--- config.mk ---
export PLATFORM = sky130hd
export DESIGN_NAME = piso_shift_register_flat
export DESIGN_NICKNAME = d
export VERILOG_FILES = /design/src/rtl/piso_shift_register_if.sv /design/src/rtl/piso_shift_register.sv /design/src/flat_wrapper.sv
export SDC_FILE = /design/constraint.sdc
export NUM_CORES = 1
export LEC_CHECK = 0
export ABC_AREA = 0
export ABC_CLOCK_PERIOD_IN_PS = 5000
export CAP_MARGIN = 5
export CORE_ASPECT_RATIO = 1.1
export CORE_MARGIN = 2
export CORE_UTILIZATION = 50
export DETAILED_ROUTE_END_ITERATION = 7
export PLACE_DENSITY = 0.84
export SLEW_MARGIN = 0
export SYNTH_ARGS = -nofsm -noshare
export SYNTH_HDL_FRONTEND = slang
export SYNTH_SLANG_ARGS = --single-unit
--- constraint.sdc ---
create_clock -name clk -period 5 [get_ports clk]
set_input_delay 1.25 -clock clk [delete_from_list [all_inputs] [get_ports clk]]
set_output_delay 1.25 -clock clk [all_outputs]
set_load 0.02 [all_outputs]
--- src/rtl/piso_shift_register_if.sv ---
// Stream bundle for the parallel-in/serial-out shifter: parallel word in, one element per cycle out.
interface piso_shift_register_if #(
    parameter int unsigned data_width = 16,
    parameter int unsigned size       = 3
);
    localparam int unsigned WORD_W = data_width * size;

    logic                  in_valid;
    logic                  in_ready;
    logic [WORD_W-1:0]     data_in;
    logic                  out_valid;
    logic                  out_ready;
    logic [data_width-1:0] data_out;
    logic                  out_last;
    logic                  busy;

    // Producer of words / consumer of elements
    modport master (
        output in_valid, data_in, out_ready,
        input  in_ready, out_valid, data_out, out_last, busy
    );

    // The shifter itself
    modport slave (
        input  in_valid, data_in, out_ready,
        output in_ready, out_valid, data_out, out_last, busy
    );
endinterface

--- src/rtl/piso_shift_register.sv ---
// Parallel-in/serial-out shifter: loads a packed word, emits its elements lowest slice first on a
// valid/ready stream, with a back-to-back reload in the cycle the last element leaves.
module piso_shift_register #(
    parameter int unsigned data_width = 16,
    parameter int unsigned size       = 3
) (
    input  logic                   clk,
    input  logic                   rst,
    input  logic                   ce,
    piso_shift_register_if.slave   bus
);
    localparam int unsigned WORD_W = data_width * size;
    localparam int unsigned CNT_W  = (size > 1) ? $clog2(size) : 1;

    typedef enum logic {IDLE = 1'b0, SHIFT = 1'b1} state_t;

    state_t             state, state_n;
    logic [CNT_W-1:0]   cnt, cnt_n;
    logic [WORD_W-1:0]  buffer, buffer_n;
    logic               last;
    logic               emit;
    logic               accept;
    logic               in_ready_c;

    always_ff @(posedge clk or posedge rst) begin
        if (rst) begin
            state  <= IDLE;
            cnt    <= '0;
            buffer <= '0;
        end else begin
            state  <= state_n;
            cnt    <= cnt_n;
            buffer <= buffer_n;
        end
    end

    // Current element always sits in the low slice; ce=0 blocks both handshakes so everything holds
    always_comb begin
        state_n    = state;
        cnt_n      = cnt;
        buffer_n   = buffer;
        last       = (state == SHIFT) && (cnt == CNT_W'(size - 1));
        emit       = ce && (state == SHIFT) && bus.out_ready;
        in_ready_c = ce && ((state == IDLE) || (last && bus.out_ready));
        accept     = in_ready_c && bus.in_valid;

        unique case (state)
            IDLE: begin
                if (accept) begin
                    buffer_n = bus.data_in;
                    cnt_n    = '0;
                    state_n  = SHIFT;
                end
            end
            SHIFT: begin
                if (emit) begin
                    if (!last) begin
                        buffer_n = buffer >> data_width;
                        cnt_n    = cnt + CNT_W'(1);
                    end else if (accept) begin
                        buffer_n = bus.data_in;
                        cnt_n    = '0;
                    end else begin
                        state_n  = IDLE;
                    end
                end
            end
            default: state_n = IDLE;
        endcase
    end

    assign bus.in_ready  = in_ready_c;
    assign bus.out_valid = (state == SHIFT);
    assign bus.busy      = (state == SHIFT);
    assign bus.out_last  = last;
    assign bus.data_out  = buffer[data_width-1:0];

endmodule

--- src/flat_wrapper.sv ---
// flat-port wrapper written by rule: the top's interface ports become plain ports
module piso_shift_register_flat 
#(
    parameter int unsigned data_width = 16,
    parameter int unsigned size       = 3
)
  (clk, rst, ce, bus_in_valid, bus_data_in, bus_out_ready, bus_in_ready, bus_out_valid, bus_data_out, bus_out_last, bus_busy);
  piso_shift_register_if #(.data_width(data_width), .size(size)) bus_i ();
  input  logic clk;
  input  logic rst;
  input  logic ce;
  input wire logic [$bits(bus_i.in_valid)-1:0] bus_in_valid;
  input wire logic [$bits(bus_i.data_in)-1:0] bus_data_in;
  input wire logic [$bits(bus_i.out_ready)-1:0] bus_out_ready;
  output wire logic [$bits(bus_i.in_ready)-1:0] bus_in_ready;
  output wire logic [$bits(bus_i.out_valid)-1:0] bus_out_valid;
  output wire logic [$bits(bus_i.data_out)-1:0] bus_data_out;
  output wire logic [$bits(bus_i.out_last)-1:0] bus_out_last;
  output wire logic [$bits(bus_i.busy)-1:0] bus_busy;
  assign bus_i.in_valid = bus_in_valid;
  assign bus_i.data_in = bus_data_in;
  assign bus_i.out_ready = bus_out_ready;
  assign bus_in_ready = bus_i.in_ready;
  assign bus_out_valid = bus_i.out_valid;
  assign bus_data_out = bus_i.data_out;
  assign bus_out_last = bus_i.out_last;
  assign bus_busy = bus_i.busy;
  piso_shift_register #(.data_width(data_width), .size(size)) u_core (.clk(clk), .rst(rst), .ce(ce), .bus(bus_i));
endmodule
==> flow_summary.yaml <==
run_status:
  status: "complete, no violations"
critical_path:
  crit_top_cell: "clkdlybuf4s50_1"
  required_ns: 3.75
  crit_path_end_kind: "output pin"
  crit_family: "buffers and inverters"
  slowest_stage: "clkdlybuf4s50_1"
  slowest_delay_ns: 0.60
  cp.arrival_ns: 2.99
  regToRegStartpoint: "u_core.cnt[0]$_DFFE_PP0P_"
  worst-path-max-fanout: 17
  cp_cell_sequence: "clkdlybuf4s50_1 > a21bo_2 > and2_1 > clkdlybuf4s50_1"
  critPathBufInv: 2
  critPathKind: "in2out"
  crit_start: "bus_out_ready"
  critPathLaunchType: "primary input"
timing:
  worst_pin_slew_ns: 1.02
  max-slew-margin-rel_pct: 31.9
  setup_ws_ns: 0.764
  slew_viol_final: 0
  hold_viol_final: 0
  period_needed_ns: 4.24
  skew_ns: 0.00556
  rsz0062_at_grt: "no"
  finalSetupViolCount: 0
  timing.final.crit_share_pct: 84.7
  tns_ns: 0
  clock.fmax_mhz: 236
cts:
  clock_sinks: 51
  cts-root-buf: "clkbuf_8"
  cts_resized: 0
  path_clk_slew_ns: 0.08
  clock_latency_ns: 0.30
  post-cts-setup-buffers: 0
  cts_tree: "done"
  cts_max_level: 2
  cts_hold_buf: 0
  cts_max_path_buffers: 2
  cts_buffers: 5
floorplanning:
  die_area_sq_mm: 0.00543
  num_rows: 26
  initial_core_util_pct: 52.2
  die_h_microns: 77.1
  die_x_microns: 70.4
  io_pins: 73
  core-area_sq_mm: 0.00465
layout:
  drive_gt1_share_pct: 5.26
  syn2layout_area_growth_pct: 26.9
  num-nets-final: 338
  final_core_util_pct: 66.2
  diodes: 0
  stdcell_area_sq_mm: 0.00308
  finalNonFillerCells: 341
  fillers: 363
power:
  p_int_uw: 995
  vdd_ir_drop_max_uv: 351
  p_leak_uw: 0.00133
  powerDensity_mw_per_mm2: 505
  switching_share_pct: 36.0
  p_seq_share_pct: 44.1
  power_switching_uw: 559
  p_comb_share_pct: 41.3
  clock_power_share_pct: 14.5
placed_design:
  place.gp.congestion: 0.769
  pre_cts_ws_ns: 0.785
  dpl.hpwl_mm: 3.57
  placed_area_sq_mm: 0.00300
  io_buffers: 72
  dp.cells: 333
grt:
  grt_pass1_vias: 1761
  grt_pass1_wl_mm: 8.43
  antenna_found_initial: 0
  grt_start_max_net_pins: 52
  grt.total_usage_pct: 20.1
  grt-ovfl-total: 0
drt:
  ant_nets: 0
  drc: 0
  routed_wl_mm: 5.25
  first_iter_violations: 192
  vias: 1856
  routedWlPerCell_microns: 15.4
  drt-pass1-iter-count: 4
  via_per_inst: 5.44
logic_synthesis:
  ys_seq_area_share_pct: 52.6
  ys.flop_type: "dfrtp_1"
  ys_seq_elements: 51
  ys_async_sr_fraction_pct: 100
  ys_top_cells_by_count: "dfrtp_1 (51), inv_1 (22), a21oi_1 (20), o32ai_1 (20)"
  synth.top_cell.area_share_pct: 52.6
  synth_warnings: 0
  syn_area_sq_mm: 0.00243
  synth_enable_flop_cells: 0
  synth_area_per_cell_sq_um: 10.2
  yosysMostFrequentCell: "dfrtp_1"
  synth.distinct_cells: 27
  syn_nets: 292
  synth_area_leaders: "dfrtp_1 (53%), o32ai_1 (7.2%), buf_4 (5.9%), a221o_1 (5.0%), a21oi_1 (4.1%)"
  netlist_instances: 238
  synth_largest_area_cell: "dfrtp_1"
hold_path:
  hold_path.class: "reg2reg"
  min_from: "u_core.buffer[12]$_DFFE_PP0P_"
run:
  max-cap-violations: 0
-- metrics by stage --
step / hold slack [ns] / total power (uW)
after floorplan: 0.480 / 1180
after global placement: 0.497 / 1310
after detailed placement: 0.504 / 1340
after CTS: 0.517 / 1560
after global routing: 0.537 / 1660
final: 0.512 / 1550
-- final cells by class --
class                      instances  area, sq um  share of cell area (%)
sequential                        51         1280                    41.4
multi-input combinational        130          833                    27.1
timing repair buffer              74          736                    23.9
inverter                          22         82.6                    2.68
clock buffer                       7         76.3                    2.48
tap                               56         70.1                    2.28
clock inverter                     1         5.00                   0.163
-- routing by layer --
metal | global-route usage (%) | vias to the layer above | share of wire (%)
li1 | - | 919 | -
met1 | 28.6 | 870 | 44
met2 | 30.3 | 58 | 48
met3 | 3.68 | 9 | 5.6
met4 | 8.46 | 0 | 1.9
met5 | 0 | - | 0
-- worst reg2reg max path, stage by stage, from the launching register on --
cell	delay [ns]
dfrtp_1	0.40
inv_1	0.07
ha_1	0.25
a21boi_2	0.08
buf_4	0.22
nor2_2	0.79
o21ai_0	0.23
-- final timing paths --
check	end	slack (ns)	cells after the start
setup / recovery	bus_in_ready	0.76	4
hold reg to reg	u_core.buffer[12]$_DFFE_PP0P_	0.51	2
setup reg to reg	u_core.buffer[32]$_DFFE_PP0P_	2.81	6
hold / removal	u_core.buffer[12]$_DFFE_PP0P_	0.51	2
min in group asynchronous	u_core.buffer[15]$_DFFE_PP0P_	1.52	2
max in group asynchronous	u_core.buffer[1]$_DFFE_PP0P_	2.86	2
-- flip-flops by register name, indices dropped and copies added (netlist names) --
name	flops
u_core.buffer	48
u_core.bus.busy	1
u_core.cnt	2
-- cells in the final DEF (no fill, tap or decap) --
master,n
dfrtp_1,51
clkbuf_8,5
nor3_1,1
a21oi_1,20
nand3_1,16
o21ai_0,16
buf_4,2
mux2_2,1
a21oi_4,1
inv_1,21
and2_0,5
nor2_1,1
ha_1,1
a211oi_1,1
clkdlybuf4s50_1,72
clkbuf_1,2
o32ai_1,20
and2_1,10
o22ai_1,1
nand2_1,19
inv_2,1
a21bo_2,1
and4b_4,1
a221o_1,12
nand4b_1,1
a21boi_2,1
nor2_2,1
clkinv_2,1
-- power by group through the flow --
stage / Sequential [uW] / Clock [uW] / Combinational [uW]
floorplan: 664 / 0 / 513
global placement: 684 / 0 / 628
detailed placement: 693 / 0 / 644
CTS: 684 / 234 / 646
global route: 708 / 246 / 701
finish: 686 / 226 / 642
-- logic make-up after synthesis --
group / count (synthesis) / synth area share (%)
adder cells (fa/ha/maj): 1 / 0.516
buffers and inverters: 57 / 13.0
flip-flops: 51 / 52.6
AO/OA/AOI/OAI: 73 / 21.7
AND/OR/NAND/NOR: 55 / 11.7
multiplexers: 1 / 0.464
Note: power is estimated with default switching activity, not from simulation.
